--- src/rtl/i2c_cmd_queue_if.sv ---
// Host-side and master-side handshake bundle for i2c_cmd_queue.
// The err_seq signal exists only when I2C_CMDQ_SEQ_CHECK_EN is defined.
interface i2c_cmd_queue_if #(
  parameter int AW = 3
);
  logic          in_valid;
  logic          in_ready;
  logic [2:0]    in_cmd;
  logic [7:0]    in_data;
  logic [2:0]    cmd_out;
  logic [7:0]    din_out;
  logic          write_out;
  logic          ready_in;
  logic [AW:0]   level;
  logic          busy;
  logic          err_timeout;
  logic          err_clr;
`ifdef I2C_CMDQ_SEQ_CHECK_EN
  logic          err_seq;
`endif

  modport slave (
    input  in_valid, in_cmd, in_data, ready_in, err_clr,
    output in_ready, cmd_out, din_out, write_out, level, busy, err_timeout
`ifdef I2C_CMDQ_SEQ_CHECK_EN
    , output err_seq
`endif
  );

  modport master (
    output in_valid, in_cmd, in_data, ready_in, err_clr,
    input  in_ready, cmd_out, din_out, write_out, level, busy, err_timeout
`ifdef I2C_CMDQ_SEQ_CHECK_EN
    , input err_seq
`endif
  );
endinterface

--- src/rtl/i2c_cmd_queue.sv ---
// Command FIFO feeding an I2C master one command at a time over write/cmd/ready.
// Optional START/STOP sequence checking is enabled with `I2C_CMDQ_SEQ_CHECK_EN.
module i2c_cmd_queue #(
  parameter int          DEPTH   = 8,
  parameter int          AW      = 3,
  parameter logic [15:0] TIMEOUT = 16'd1023
) (
  input  logic           clk,
  input  logic           reset_n,
  i2c_cmd_queue_if.slave bus
);

  // Command encodings mirror include/i2c.vh.
  localparam logic [2:0] k_START_CMD   = 3'd1;
  localparam logic [2:0] k_WRITE_CMD   = 3'd2;
  localparam logic [2:0] k_READ_CMD    = 3'd3;
  localparam logic [2:0] k_STOP_CMD    = 3'd4;
  localparam logic [2:0] k_RESTART_CMD = 3'd5;
  localparam logic [AW:0] FULL_LVL     = (AW+1)'(DEPTH);

  typedef enum logic [1:0] {IDLE, ISSUE, WAIT_ACK, WAIT_DONE} state_t;

  state_t        state;
  logic [2:0]    mem_cmd  [DEPTH];
  logic [7:0]    mem_data [DEPTH];
  logic [AW-1:0] head, tail;
  logic [AW:0]   count;
  logic [15:0]   ctr;
  logic          full, push, pop, legal, timeout_hit;
  logic [2:0]    head_cmd;
  logic [7:0]    head_data;

  assign full        = (count == FULL_LVL);
  assign push        = bus.in_valid && !full;
  assign pop         = (state == ISSUE);
  assign head_cmd    = mem_cmd[head];
  assign head_data   = mem_data[head];
  assign timeout_hit = (state == WAIT_ACK) && bus.ready_in && (ctr == TIMEOUT - 16'd1);

  assign bus.in_ready = !full;
  assign bus.level    = count;
  assign bus.busy     = (state != IDLE);

`ifdef I2C_CMDQ_SEQ_CHECK_EN
  logic bus_held;
  // bus_held only changes in ISSUE, so legality seen in IDLE still holds in ISSUE
  assign legal = (head_cmd == k_START_CMD) ? !bus_held : bus_held;

  always_ff @(posedge clk) begin
    if (!reset_n) begin
      bus_held    <= 1'b0;
      bus.err_seq <= 1'b0;
    end else begin
      bus.err_seq <= (pop && !legal) || (bus.err_seq && !bus.err_clr);
      if (pop && legal) begin
        if (head_cmd == k_START_CMD)     bus_held <= 1'b1;
        else if (head_cmd == k_STOP_CMD) bus_held <= 1'b0;
      end
    end
  end
`else
  assign legal = 1'b1;
`endif

  // Storage carries no reset; validity is tracked by the pointers and count.
  always_ff @(posedge clk) begin
    if (push) begin
      mem_cmd[tail]  <= bus.in_cmd;
      mem_data[tail] <= bus.in_data;
    end
  end

  always_ff @(posedge clk) begin
    if (!reset_n) begin
      head  <= '0;
      tail  <= '0;
      count <= '0;
    end else begin
      if (push) tail <= tail + 1'b1;
      if (pop)  head <= head + 1'b1;
      case ({push, pop})
        2'b10:   count <= count + 1'b1;
        2'b01:   count <= count - 1'b1;
        default: count <= count;
      endcase
    end
  end

  always_ff @(posedge clk) begin
    if (!reset_n) begin
      state           <= IDLE;
      ctr             <= '0;
      bus.cmd_out     <= k_STOP_CMD;
      bus.din_out     <= '0;
      bus.write_out   <= 1'b0;
      bus.err_timeout <= 1'b0;
    end else begin
      bus.write_out   <= 1'b0;
      bus.err_timeout <= timeout_hit || (bus.err_timeout && !bus.err_clr);
      case (state)
        IDLE: begin
          if ((count != '0) && bus.ready_in) begin
            state <= ISSUE;
            // An illegal head is still popped in ISSUE, but never strobed
            if (legal) begin
              bus.write_out <= 1'b1;
              bus.cmd_out   <= head_cmd;
              bus.din_out   <= head_data;
            end
          end
        end
        ISSUE: begin
          ctr   <= '0;
          state <= legal ? WAIT_ACK : IDLE;
        end
        WAIT_ACK: begin
          if (ctr != 16'hFFFF) ctr <= ctr + 16'd1;
          if (!bus.ready_in)   state <= WAIT_DONE;
          else if (timeout_hit) state <= IDLE;
        end
        WAIT_DONE: begin
          if (bus.ready_in) state <= IDLE;
        end
        default: state <= IDLE;
      endcase
    end
  end

endmodule

--- src/flat_wrapper.sv ---
// flat-port wrapper written by rule: the top's interface ports become plain ports
module i2c_cmd_queue_flat 
#(
  parameter int          DEPTH   = 8,
  parameter int          AW      = 3,
  parameter logic [15:0] TIMEOUT = 16'd1023
)
  (clk, reset_n, bus_in_valid, bus_in_cmd, bus_in_data, bus_ready_in, bus_err_clr, bus_in_ready, bus_cmd_out, bus_din_out, bus_write_out, bus_level, bus_busy, bus_err_timeout);
  i2c_cmd_queue_if #(.AW(AW)) bus_i ();
  input  logic clk;
  input  logic reset_n;
  input wire logic [$bits(bus_i.in_valid)-1:0] bus_in_valid;
  input wire logic [$bits(bus_i.in_cmd)-1:0] bus_in_cmd;
  input wire logic [$bits(bus_i.in_data)-1:0] bus_in_data;
  input wire logic [$bits(bus_i.ready_in)-1:0] bus_ready_in;
  input wire logic [$bits(bus_i.err_clr)-1:0] bus_err_clr;
  output wire logic [$bits(bus_i.in_ready)-1:0] bus_in_ready;
  output wire logic [$bits(bus_i.cmd_out)-1:0] bus_cmd_out;
  output wire logic [$bits(bus_i.din_out)-1:0] bus_din_out;
  output wire logic [$bits(bus_i.write_out)-1:0] bus_write_out;
  output wire logic [$bits(bus_i.level)-1:0] bus_level;
  output wire logic [$bits(bus_i.busy)-1:0] bus_busy;
  output wire logic [$bits(bus_i.err_timeout)-1:0] bus_err_timeout;
  assign bus_i.in_valid = bus_in_valid;
  assign bus_i.in_cmd = bus_in_cmd;
  assign bus_i.in_data = bus_in_data;
  assign bus_i.ready_in = bus_ready_in;
  assign bus_i.err_clr = bus_err_clr;
  assign bus_in_ready = bus_i.in_ready;
  assign bus_cmd_out = bus_i.cmd_out;
  assign bus_din_out = bus_i.din_out;
  assign bus_write_out = bus_i.write_out;
  assign bus_level = bus_i.level;
  assign bus_busy = bus_i.busy;
  assign bus_err_timeout = bus_i.err_timeout;
  i2c_cmd_queue #(.DEPTH(DEPTH), .AW(AW), .TIMEOUT(TIMEOUT)) u_core (.clk(clk), .reset_n(reset_n), .bus(bus_i));
endmodule
--- config.mk ---
export PLATFORM = sky130hd
export DESIGN_NAME = i2c_cmd_queue_flat
export DESIGN_NICKNAME = d
export VERILOG_FILES = /design/src/rtl/i2c_cmd_queue_if.sv /design/src/rtl/i2c_cmd_queue.sv /design/src/flat_wrapper.sv
export SDC_FILE = /design/constraint.sdc
export NUM_CORES = 1
export LEC_CHECK = 0
export ABC_AREA = 1
export CAP_MARGIN = 0
export CORE_MARGIN = 1
export CORE_UTILIZATION = 53
export CTS_CLUSTER_SIZE = 40
export DETAILED_ROUTE_END_ITERATION = 6
export GPL_TIMING_DRIVEN = 0
export PLACE_DENSITY = 0.75
export SETUP_SLACK_MARGIN = 0.1
export SLEW_MARGIN = 10
export SYNTH_ARGS = -nofsm -noshare
export SYNTH_HDL_FRONTEND = slang
export SYNTH_SLANG_ARGS = --single-unit
--- constraint.sdc ---
create_clock -name clk -period 1.8 [get_ports clk]
set_input_delay 0.36 -clock clk [delete_from_list [all_inputs] [get_ports clk]]
set_output_delay 0.36 -clock clk [all_outputs]
set_load 0.005 [all_outputs]
# == Yosys cells after proc, flatten, opt, wreduce, memory -nomap -nowiden ==
# Memories as Yosys holds them, arrays and structs flattened. A register that Yosys moved wholly into a read port is not among the register bits.
# Index checks and enable logic that the tools add are counted.
# word_totals
reg_bits,30
ramBits,88
input_bits,16
output_inout_bits,19
mem_count,2
# memory_table
memory,depth,word_bits,read_ports,rd_ports_with_merged_regs,wr,line_no,text
u_core.mem_data,8,8,1,1,1,i2c_cmd_queue.sv:25,logic [7:0] mem_data [DEPTH];
u_core.mem_cmd,8,3,1,1,1,i2c_cmd_queue.sv:24,logic [2:0] mem_cmd [DEPTH];
# op_classes
addsub,5
n_eq_ne,12
muxes,11
reduce_logical,19
# ops
operator,count
16-bit case mux with 2 select lines,1
16-bit by 1-bit adder with 16-bit output (second input constant),1
16-bit by 10-bit equality test with 1-bit output (second input constant),1
16-bit two-way mux,1
16-bit != test (second input constant),1
2-bit two-way mux,4
2-bit case mux with 4 select lines,1
4-bit case mux with 2 select lines,1
3-bit by 1-bit adder with 3-bit output (second input constant),2
2-bit equality test (second input constant),3
2-bit AND reduction,3
2-bit nonzero test,3
1-bit logical AND,5
4-bit by 1-bit adder with 4-bit output (second input constant),1
2-bit by 1-bit equality test with 1-bit output (second input constant),2
4-bit equality test (second input constant),1
1-bit zero test,4
2-bit != test (second input constant),2
4-bit nonzero test,1
4-bit by 1-bit subtractor with 4-bit output (second input constant),1
1-bit two-way mux,3
3-bit by 2-bit != test with 1-bit output (second input constant),1
3-bit AND reduction,1
2-bit zero test,1
other kinds (2),2

# == Longest topological paths before layout ==
# logic_depth
ltp_word,6
mapped_depth,13

# == Worst setup path after synthesis ==
# OpenSTA, ideal clock, no wires.
# synth_timing
path_kind,register to register
start,reg u_core.count[0] (netlist: u_core.bus.level[0])
end,mem u_core.mem_cmd[0][0] (enable)
setup_ps,378
arrival_time_ps,1417
required_time_ps,1422
setup_slack_ps,4
path_stages_with_launch,7
period_less_slack_ps,1796
path_cell_list,dfxtp_1 nor2_1 nand3_1 nand2_1 inv_1 nand2_1 nor2_1
# synth_via
elab_chain_len,5
# synth_rtl
element,line_no,text
"start, declared",i2c_cmd_queue.sv:27,logic [AW:0] count;
"start signal, assigned",i2c_cmd_queue.sv:82,2'b10: count <= count + 1'b1;
"start signal, assigned",i2c_cmd_queue.sv:83,2'b01: count <= count - 1'b1;
"start signal, assigned",i2c_cmd_queue.sv:84,default: count <= count;
4-bit equality test,i2c_cmd_queue.sv:33,assign full = (count == FULL_LVL);
1-bit zero test,-,
named net bus_in_ready,flat_wrapper.sv:17,output wire logic [$bits(bus_i.in_ready)-1:0] bus_in_ready;
1-bit logical AND,i2c_cmd_queue.sv:34,assign push = bus.in_valid && !full;
1-bit two-way mux,i2c_cmd_queue.sv:67,if (push) begin
1-bit two-way mux (implied by the code),i2c_cmd_queue.sv:68,mem_cmd[tail] <= bus.in_cmd;
"end, declared",i2c_cmd_queue.sv:24,
# The timed path passes the listed nets, and every way through them passes these cells.

# == Worst setup path after layout ==
# layout_timing
start,reg u_core.count[1] (netlist: u_core.bus.level[1])
end,out bus_level[1]
# layout_lines
element,line_no,text
"end, declared",flat_wrapper.sv:21,output wire logic [$bits(bus_i.level)-1:0] bus_level;
# No word-level cell between the ends.

==> results.yml <==
run_status:
  status: "complete, no violations"
logic_synthesis:
  synth_top_area_frac: 0.471
  ys_top_cells_by_count: "134 x nor2_1, 88 x edfxtp_1, 72 x nand2_1, 59 x nand3_1, 54 x o21ai_0"
  ys.flop_type: "edfxtp_1"
  synth_nets: 608
  async_flop_share: 0
  ys_seq_area_frac: 0.617
  synth_cells: 585
  synth_most_common_cell: "nor2_1"
  synth_area_leaders: "edfxtp_1 47%, dfxtp_1 15%, nor2_1 9.0%, nand3_1 5.3%, nand2_1 4.8%"
  syn_area_mm2: 0.00562
  synth_edf_count: 88
  synth_area_leader_cell: "edfxtp_1"
  synth_warnings: 0
  syn_area_per_cell_um2: 9.60
  ys_ff_latch: 129
  yosysUniqueCellTypes: 29
setup_path:
  reg2regPathDepth: 12
  crit_cells: 3
  r2r_end: "u_core.bus.level[2]$_SDFFE_PN0P_"
  crit_path_end_kind: "primary output"
  worstSetupPathType: "register to primary output"
  slowest_stage: "dfxtp_4"
  cp.required_ps: 1440
  path_cells: "buf_4, buf_4, dlygate4sd2_1"
  startpoint: "u_core.bus.level[1]$_SDFFE_PN0P_"
  crit_arrival_ps: 1390
  crit_family: "buffers and inverters"
  cp_num_buf_inv: 3
  r2r_start: "u_core.bus.level[1]$_SDFFE_PN0P_"
  cpPeakStageDelay_ps: 360
  start_kind: "register"
  cp_max_fo: 3
  critical_path.most_common_cell: "buf_4"
  rrSetupSlack_ps: 60
hold_path:
  min_to: "u_core.bus.din_out[5]$_SDFFE_PN0P_"
  whs_path_depth: 2
  min_path_type: "register to register"
  min_from: "u_core.bus.din_out[5]$_SDFFE_PN0P_"
die:
  start_util: 0.546
  core_area_mm2: 0.0103
  die_w_um: 105
  chipHeight_um: 105
  die_area_mm2: 0.0110
  rows: 37
  ios: 35
timing:
  rsz0062_at_grt: "true"
  fin_crit_sh: 0.973
  fin_skew_ps: 6.79
  fmax_ghz: 0.571
  period_minus_slack_ps: 1750
  finalSetupViolations: 0
  slew_headroom: 0.537
  finalMaxSlewViolations: 0
  worst_slew_pin_slew_ps: 695
  finalHoldViolCount: 0
  fin_setup_tns_ps: 0
clock_network:
  cts-root-buf: "clkbuf_8"
  tritoncts_num_sinks: 129
  clk-insertion-delay-late_ps: 530
  path_clk_slew_ps: 60
  cts_tree: "done"
  postCtsHoldBufs: 0
  cts_buffers: 17
  clock_path_buffers: 2
  h-tree-depth: 4
drt:
  drt_wl_total_mm: 14.0
  drt.antenna.violating_nets: 0
  wire_per_inst_um: 17.4
  drtPass1Iterations: 6
  via_per_inst: 5.62
  drc: 0
  num_vias: 4508
  first_iter_violations: 309
place:
  hpwl_mm: 8.57
  post_dp_cell_area_mm2: 0.00614
  numPortBuffers: 34
  globalplace.congestion: 0.886
cells_and_area:
  diodes: 0
  fill_cells: 755
  final_cell_area_mm2: 0.00702
  drive_above_1_share: 0.192
  syn_to_final_growth_pct: 25.0
  layout.nets: 677
  post-route-util: 0.683
  multi_input_area_mm2: 0.00204
  regArea_mm2: 0.00350
grt:
  grt_overflow: 0
  grt_use_total: 0.263
  grt_pass1_wl_mm: 21.6
  antenna_found_initial: 0
  grt_pass1_vias: 4344
  grt_max_degree: 17
power_and_ir_drop:
  leakagePower_nw: 2.59
  vdd_drop_max_mv: 0.948
  power_density_mw_per_mm2: 1430
job:
  cap_violations: 0
==> logic make-up (layout without fill, tap and decap cells) <==
family,Yosys count,after routing,synth area share
and+or+nand+nor,292,292,0.228
DFF,129,129,0.617
AOI/OAI and AO/OA,89,89,0.0856
buffers and inverters,62,143,0.0446
adders and majority gates,7,7,0.0156
xor gates and xnor gates,6,6,0.00936
==> flip-flops by register name, summed over array words and instances, names as in the netlist <==
register / cells
u_core.mem_data: 64
u_core.mem_cmd: 24
u_core.ctr: 16
u_core.bus.din_out: 8
u_core.bus.level: 4
u_core.bus.cmd_out: 3
u_core.head: 3
u_core.tail: 3
u_core.state: 2
u_core.bus.err_timeout: 1
u_core.bus.write_out: 1
==> worst register-to-register path, stage by stage (launching register included) <==
cell and delay, ps:
dfxtp_4 360, nor2_4 110, nand3_2 100, nand2_4 120, ha_4 160, nand2_2 60
inv_2 60, nor2_2 50, ha_2 190, a21oi_2 130, xnor2_1 100, o21ai_1 150
inv_1 40
==> cell usage in the layout, fill, tap and decap left out, types with 7 or more instances in the layout <==
| cell type | Yosys | final |
|---|---|---|
| nor2_1 | 134 | 121 |
| edfxtp_1 | 88 | 88 |
| nand2_1 | 72 | 69 |
| nand3_1 | 59 | 58 |
| o21ai_0 | 54 | 49 |
| inv_1 | 36 | 34 |
| a21oi_1 | 27 | 26 |
| dfxtp_1 | 41 | 25 |
| clkbuf_16 | 0 | 17 |
| dlygate4sd2_1 | 0 | 17 |
| clkdlybuf4s50_1 | 0 | 15 |
| nor2_4 | 2 | 13 |
| buf_4 | 0 | 11 |
| dfxtp_2 | 0 | 11 |
| nand3_2 | 8 | 9 |
| clkbuf_2 | 0 | 9 |
| nand4_1 | 7 | 7 |
==> power by group <==
part / switching (W) / total (W) / internal [W]
Sequential: 0.000215 / 0.00375 / 0.00353
Clock: 0.00130 / 0.00311 / 0.00182
Combinational: 0.00199 / 0.00315 / 0.00116
Total: 0.00350 / 0.0100 / 0.00652
==> area by class of cell <==
class,count,share of cell area
Tap cell,136,0.0243
Inverter,39,0.0218
Sequential cell,129,0.498
Multi-Input combinational cell,394,0.291
Timing Repair Buffer,50,0.0715
Clock inverter,13,0.0160
Clock buffer,18,0.0596
Buffer,23,0.0178
==> worst max-delay path by stage <==
stage | endpoint | slack [ps]
after floorplan | u_core.mem_cmd[6][0]$_DFFE_PP_ | 40
after global placement | u_core.mem_cmd[6][0]$_DFFE_PP_ | -670
after detailed placement | u_core.mem_data[7][1]$_DFFE_PP_ | -720
after CTS | u_core.mem_cmd[1][1]$_DFFE_PP_ | 5
after global routing | u_core.bus.level[2]$_SDFFE_PN0P_ | -20
final | bus_level[1] | 50
==> timing repair <==
action | in CTS | in global routing
endpoints found under the hold margin | 0 | 0
setup buffers | 8 | 7
gates resized for setup | 73 | 29
pin swaps | 6 | 11
endpoints found under the setup margin | 123 | 92
cloned | 0 | 1
==> through the flow <==
step	cells	total power [W]	hold slack, ps	worst slack (ps)
after floorplan	585	0.00546	459	41.8
after global placement	755	0.00638	458	-669
after detailed placement	755	0.00650	459	-723
after CTS	794	0.00976	466	5.00
after global routing	802	0.0105	480	-19.8
final	802	0.0100	464	48.5
==> per-layer routing <==
| layer | vias up | track usage | wire (um) |
|---|---|---|---|
| li1 | 2132 | - | - |
| met1 | 2148 | 0.307 | 5480 |
| met2 | 186 | 0.445 | 7220 |
| met3 | 42 | 0.0786 | 930 |
| met4 | 0 | 0.122 | 343 |
| met5 | - | 0 | 0 |
Power figures use the tool's default switching activity.
